===== src/rtl/clk_div_prog_mc_if.sv =====
// Control/status bundle for the programmable multi-channel clock divider.
interface clk_div_prog_mc_if #(
  parameter int unsigned NCH = 4,
  parameter int unsigned W   = 16
);
  localparam int unsigned CW = (NCH > 1) ? $clog2(NCH) : 1;

  logic [NCH-1:0] en;
  logic           sync;
  logic           ld;
  logic [CW-1:0]  ld_ch;
  logic [W-1:0]   ld_div;
  logic [W-1:0]   ld_hi;
  logic           ld_err;
  logic [NCH-1:0] y;
  logic [NCH-1:0] tick;

  modport master (
    output en, sync, ld, ld_ch, ld_div, ld_hi,
    input  ld_err, y, tick
  );

  modport slave (
    input  en, sync, ld, ld_ch, ld_div, ld_hi,
    output ld_err, y, tick
  );
endinterface


===== src/rtl/clk_div_prog_mc.sv =====
// Multi-channel run-time programmable clock divider / tick generator.
// Each channel counts 0..div-1; new divisors go to a shadow and take effect at
// the end of the running period (or at once when the channel is idle / synced).
module clk_div_prog_mc #(
  parameter int unsigned NCH         = 4,
  parameter int unsigned W           = 16,
  parameter int unsigned DEFAULT_DIV = 256,
  parameter int unsigned DEFAULT_HI  = 128
) (
  input  logic              clk,
  input  logic              rst,
  clk_div_prog_mc_if.slave  bus_if
);
  localparam int unsigned CW = (NCH > 1) ? $clog2(NCH) : 1;

  logic [W-1:0]   cnt_q  [NCH];
  logic [W-1:0]   cnt_d  [NCH];
  logic [W-1:0]   div_q  [NCH];
  logic [W-1:0]   div_d  [NCH];
  logic [W-1:0]   hi_q   [NCH];
  logic [W-1:0]   hi_d   [NCH];
  logic [W-1:0]   pdiv_q [NCH];
  logic [W-1:0]   pdiv_d [NCH];
  logic [W-1:0]   phi_q  [NCH];
  logic [W-1:0]   phi_d  [NCH];
  logic [NCH-1:0] pend_q, pend_d;
  logic [NCH-1:0] y_q, y_d;
  logic [NCH-1:0] tick_q, tick_d;
  logic           ld_err_q, ld_err_d;
  logic [NCH-1:0] wrap_c;
  logic           ld_ok_c;

  // A load is accepted only for an existing channel with a usable divisor/high time.
  assign ld_ok_c = bus_if.ld && (32'(bus_if.ld_ch) < NCH) &&
                   (bus_if.ld_div >= W'(2)) && (bus_if.ld_hi <= bus_if.ld_div);

  // Per-channel next state: sync beats apply-at-wrap beats normal counting.
  always_comb begin
    wrap_c   = '0;
    pend_d   = pend_q;
    y_d      = y_q;
    tick_d   = '0;
    ld_err_d = bus_if.ld && !ld_ok_c;
    for (int i = 0; i < NCH; i++) begin
      cnt_d[i]  = cnt_q[i];
      div_d[i]  = div_q[i];
      hi_d[i]   = hi_q[i];
      pdiv_d[i] = pdiv_q[i];
      phi_d[i]  = phi_q[i];

      wrap_c[i] = bus_if.en[i] && (cnt_q[i] == div_q[i] - W'(1));
      if (bus_if.en[i]) begin
        y_d[i] = (cnt_q[i] < hi_q[i]);
      end
      tick_d[i] = wrap_c[i] && !bus_if.sync;

      if (bus_if.sync || (pend_q[i] && (!bus_if.en[i] || wrap_c[i]))) begin
        cnt_d[i] = '0;
        if (pend_q[i]) begin
          div_d[i]  = pdiv_q[i];
          hi_d[i]   = phi_q[i];
          pend_d[i] = 1'b0;
        end
      end else if (bus_if.en[i]) begin
        cnt_d[i] = wrap_c[i] ? '0 : cnt_q[i] + W'(1);
      end

      // Capture after apply so a same-cycle load stays pending for the next wrap.
      if (ld_ok_c && (bus_if.ld_ch == CW'(i))) begin
        pdiv_d[i] = bus_if.ld_div;
        phi_d[i]  = bus_if.ld_hi;
        pend_d[i] = 1'b1;
      end
    end
  end

  // State and output registers.
  always_ff @(posedge clk or posedge rst) begin
    if (rst) begin
      for (int i = 0; i < NCH; i++) begin
        cnt_q[i]  <= '0;
        div_q[i]  <= W'(DEFAULT_DIV);
        hi_q[i]   <= W'(DEFAULT_HI);
        pdiv_q[i] <= W'(DEFAULT_DIV);
        phi_q[i]  <= W'(DEFAULT_HI);
      end
      pend_q   <= '0;
      y_q      <= '0;
      tick_q   <= '0;
      ld_err_q <= 1'b0;
    end else begin
      for (int i = 0; i < NCH; i++) begin
        cnt_q[i]  <= cnt_d[i];
        div_q[i]  <= div_d[i];
        hi_q[i]   <= hi_d[i];
        pdiv_q[i] <= pdiv_d[i];
        phi_q[i]  <= phi_d[i];
      end
      pend_q   <= pend_d;
      y_q      <= y_d;
      tick_q   <= tick_d;
      ld_err_q <= ld_err_d;
    end
  end

  assign bus_if.y      = y_q;
  assign bus_if.tick   = tick_q;
  assign bus_if.ld_err = ld_err_q;

endmodule


===== src/flat_wrapper.sv =====
// flat-port wrapper written by rule: the top's interface ports become plain ports
module clk_div_prog_mc_flat 
#(
  parameter int unsigned NCH         = 4,
  parameter int unsigned W           = 16,
  parameter int unsigned DEFAULT_DIV = 256,
  parameter int unsigned DEFAULT_HI  = 128
)
  (clk, rst, bus_if_en, bus_if_sync, bus_if_ld, bus_if_ld_ch, bus_if_ld_div, bus_if_ld_hi, bus_if_ld_err, bus_if_y, bus_if_tick);
  clk_div_prog_mc_if #(.NCH(NCH), .W(W)) bus_if_i ();
  input  logic clk;
  input  logic rst;
  input wire logic [$bits(bus_if_i.en)-1:0] bus_if_en;
  input wire logic [$bits(bus_if_i.sync)-1:0] bus_if_sync;
  input wire logic [$bits(bus_if_i.ld)-1:0] bus_if_ld;
  input wire logic [$bits(bus_if_i.ld_ch)-1:0] bus_if_ld_ch;
  input wire logic [$bits(bus_if_i.ld_div)-1:0] bus_if_ld_div;
  input wire logic [$bits(bus_if_i.ld_hi)-1:0] bus_if_ld_hi;
  output wire logic [$bits(bus_if_i.ld_err)-1:0] bus_if_ld_err;
  output wire logic [$bits(bus_if_i.y)-1:0] bus_if_y;
  output wire logic [$bits(bus_if_i.tick)-1:0] bus_if_tick;
  assign bus_if_i.en = bus_if_en;
  assign bus_if_i.sync = bus_if_sync;
  assign bus_if_i.ld = bus_if_ld;
  assign bus_if_i.ld_ch = bus_if_ld_ch;
  assign bus_if_i.ld_div = bus_if_ld_div;
  assign bus_if_i.ld_hi = bus_if_ld_hi;
  assign bus_if_ld_err = bus_if_i.ld_err;
  assign bus_if_y = bus_if_i.y;
  assign bus_if_tick = bus_if_i.tick;
  clk_div_prog_mc #(.NCH(NCH), .W(W), .DEFAULT_DIV(DEFAULT_DIV), .DEFAULT_HI(DEFAULT_HI)) u_core (.clk(clk), .rst(rst), .bus_if(bus_if_i));
endmodule

===== config.mk =====
export PLATFORM = sky130hd
export DESIGN_NAME = clk_div_prog_mc_flat
export DESIGN_NICKNAME = d
export VERILOG_FILES = /design/src/rtl/clk_div_prog_mc_if.sv /design/src/rtl/clk_div_prog_mc.sv /design/src/flat_wrapper.sv
export SDC_FILE = /design/constraint.sdc
export NUM_CORES = 1
export LEC_CHECK = 0
export BUFFER_PORTS_ARGS = -buffer_cell sky130_fd_sc_hd__buf_2
export CORE_MARGIN = 2
export CORE_UTILIZATION = 30
export CTS_CLUSTER_DIAMETER = 120
export DETAILED_ROUTE_END_ITERATION = 8
export SLEW_MARGIN = 40
export SYNTH_ARGS = -nofsm -noshare
export SYNTH_HDL_FRONTEND = slang
export SYNTH_SLANG_ARGS = --single-unit

===== constraint.sdc =====
create_clock -name clk -period 32.5 [get_ports clk]
set_input_delay 4.875 -clock clk [delete_from_list [all_inputs] [get_ports clk]]
set_output_delay 4.875 -clock clk [all_outputs]
set_load 0.03 [all_outputs]

==> reports/summary.txt <==
Outcome - complete, no violations
Placer congestion estimate - 0.8723
Reg area - 8353 um2
CORE AREA - 58690 um2
CTS Sinks - 333
Area leader, netlist - dfrtp_1
XOR/XNOR Fraction of Synth Area - 0.05135
Vias in the first global route - 12483
Root Driver - clkbuf_16
Tot Pwr - 1466 uW
Syn Inst Count - 1588
Minimum clock period - 7.358 ns
Placement Setup Slack - 24.62 ns
Drt total wl - 45380 um
Largest family of logic cells by synthesized area - multiplexers
CTS resizes - 0
Fin area - 20010 um2
Worst Tran Pin Value - 0.7192 ns
NumNets Final - 1748
Pwr dens - 73.29 nW/um2
Fill count - 5819
Syn Area/Cell - 11.17 um2
Initial DRT Pass Iterations - 6
Setup tns final - 0 ns
Num CTS Buffers - 36
Top-Level Pins - 51
First-pass GRT wire length - 72170 um
Die Y - 247.2 um
Data arrival, critical path - 7.76 ns
Register bit count reported by yosys - 333
Final Hold Viols - 0
Post-Synth Simple-Gate Area - 0.1353
CTS Hold Bufs - 0
DRC errors left - 0
Synth cell types - 79
Register area share after synthesis - 0.4709
Die X - 247.2 um
Fmax - 0.1359 GHz
Synth top area share - 0.4472
Detailed Place HPWL - 31990 um
CTS tree - yes
Die Area - 61090 um2
Row Count - 89
H-tree Lvls - 2
Worst hold stages - 1
FF-to-FF path depth - 10
Synth warn - 0
Post-synth EDFFs - 0
Ys flop type - dfrtp_1
Relative slew slack - 0.5205
Lkg Pwr - 0.008904 uW
Total track usage - 0.1510
Leading post-synthesis cells by cell area - dfrtp_1 45%, mux2_1 16%, ha_1 5.9%, xnor2_1 3.0%, dfstp_2 2.4%
DRT antenna net count - 0
Asr flop ratio synth - 1.000
Input/output buffers - 50
Compound-Gate Fraction of Synth Area - 0.07893
Final setup vio count - 0
Total gr overflow - 0
Worst Setup End Kind - register
Worst-Skew Late Latency - 0.54 ns
Crit Path Max Fanout - 28
Adder-cell share of the synthesized area - 0.05925
Worst-path clk slew - 0.06 ns
Area of the multi-input gates - 8756 um2
Crit path kind - input port to register
Final worst-path cycle share - 0.2264
Clock tree buffer depth - 3
Syn nets - 1714
Layout cells sized above 1 - 0.09824
Largest net degree at the start of global routing - 106
Fin Clk Skew - 0.01828 ns
Mapped Area - 17740 um2
DR vias/cell - 5.104
Max-slew violations - 0
Hold WC Path Type - register to register
Worst VDD drop - 0.05324 mV
RSZ-0062 raised after global routing - no
Startpoint class of the critical path - input port
Final setup margin - 25.14 ns
Max_cap viols - 0
Initial Utilization - 0.3023
Placed Area - 18800 um2
Multiplexer share of the synthesized area - 0.1668
Initial antenna violation count - 8
# Post-CTS Setup Buffers - 0
Hold WS - 0.4734 ns
Area delta synth->final - 12.79%
First DRT Iteration DRCs - 715
DR vias - 12372
Worst Path Required - 32.90 ns
Drt wl/cell - 18.72 um
-- worst max-delay path, stage by stage --
cell	delay (ns)
buf_2	0.19
inv_1	0.08
ha_1	0.32
nand4_1	0.13
nor3_1	0.26
nand4_1	0.19
o2111ai_1	0.15
nand4_1	0.29
or3b_1	0.56
buf_4	0.31
mux2_1	0.37
-- path summary, 6_finish.rpt --
check | from | endpoint | slack [ns]
worst max-delay path | bus_if_ld_div[15] | u_core.phi_q[35] | 25.14
worst min-delay path | u_core.phi_q[49] | u_core.hi_q[49] | 0.47
worst max register to register | u_core.div_q[0] | u_core.div_q[2] | 28.36
worst min register to register | u_core.phi_q[49] | u_core.hi_q[49] | 0.47
max in group asynchronous | rst | u_core.pdiv_q[23] | 26.16
min in group asynchronous | rst | u_core.phi_q[51] | 4.46
-- cell usage in the layout, fill, tap and decap left out, types with 19 or more instances in the layout --
master	n
ha_1	84
nand3_1	37
clkbuf_16	36
mux2_1	257
dfrtp_1	317
o21ai_1	29
nor3_1	34
xnor2_1	60
o21ai_0	19
a21o_1	34
nor2b_1	19
nand2b_1	20
nand4_1	28
inv_1	97
buf_2	50
a21oi_1	29
xor2_1	44
nor4_1	25
nor2_1	71
nand2_1	88
-- routing by layer --
layer	wire, um	global-route usage
met1	22110	0.2197
met2	19430	0.2261
met3	2866	0.03115
met5	23	0
met4	950	0.04015
-- cell type report --
type / count / share of cell area
antenna: 2 / 0.0002501
clock buffer: 48 / 0.05028
clock inverter: 17 / 0.008442
inverter: 99 / 0.01895
multi-input combinational: 1089 / 0.4376
sequential: 333 / 0.4175
tap: 773 / 0.04834
timing repair buffer: 63 / 0.01864
-- cells in the mapped netlist (all sizes together) (5+ instances only) --
| cell type | number |
|---|---|
| o22ai | 6 |
| nor4b | 5 |
| a21o | 34 |
| nor2 | 71 |
| nand3 | 38 |
| and4 | 9 |
| o211ai | 8 |
| nand3b | 9 |
| nor2b | 19 |
| ha | 84 |
| o31ai | 8 |
| a2111oi | 5 |
| xor2 | 44 |
| or3 | 14 |
| a211o | 7 |
| inv | 98 |
| a21oi | 29 |
| mux2 | 261 |
| or4 | 14 |
| buf | 17 |
| dfstp | 16 |
| o311ai | 5 |
| clkbuf | 50 |
| a22o | 5 |
| xnor2 | 60 |
| nor3b | 12 |
| or2 | 12 |
| nor4 | 28 |
| nand2 | 90 |
| and3 | 14 |
| dfrtp | 317 |
| nand4 | 28 |
| nor3 | 37 |
| o21ai | 48 |
| nand2b | 20 |
-- registers in the layout, indices dropped and copies added (netlist names) --
register              flops
u_core.bus_if.y           4
u_core.pdiv_q            64
u_core.pend_q             4
u_core.phi_q             64
u_core.hi_q              64
u_core.cnt_q             64
u_core.bus_if.ld_err      1
u_core.bus_if.tick        4
u_core.div_q             64
-- through the flow --
stage | util | instances
after floorplan | - | 1588
after detailed placement | 0.3204 | 2357
after global placement | 0.3199 | 2356
after global routing | 0.3409 | 2422
after CTS | 0.3404 | 2422
final | 0.3409 | 2424
-- report_power, final --
| part | leakage, uW | switching, uW | internal (uW) | total [uW] |
|---|---|---|---|---|
| combinational | 0.00421 | 187 | 190 | 377 |
| sequential | 0.00412 | 132 | 546 | 678 |
| clock | 0.000575 | 176 | 236 | 412 |
-- logic make-up after synthesis --
logic type               after synthesis
XOR/XNOR                             104
adder cells (fa/ha/maj)               84
flip-flops                           333
buffers and inverters                166
AND/OR/NAND/NOR                      435
AO/OA/AOI/OAI                        203
multiplexers                         263
Power figures use the tool's default switching activity.
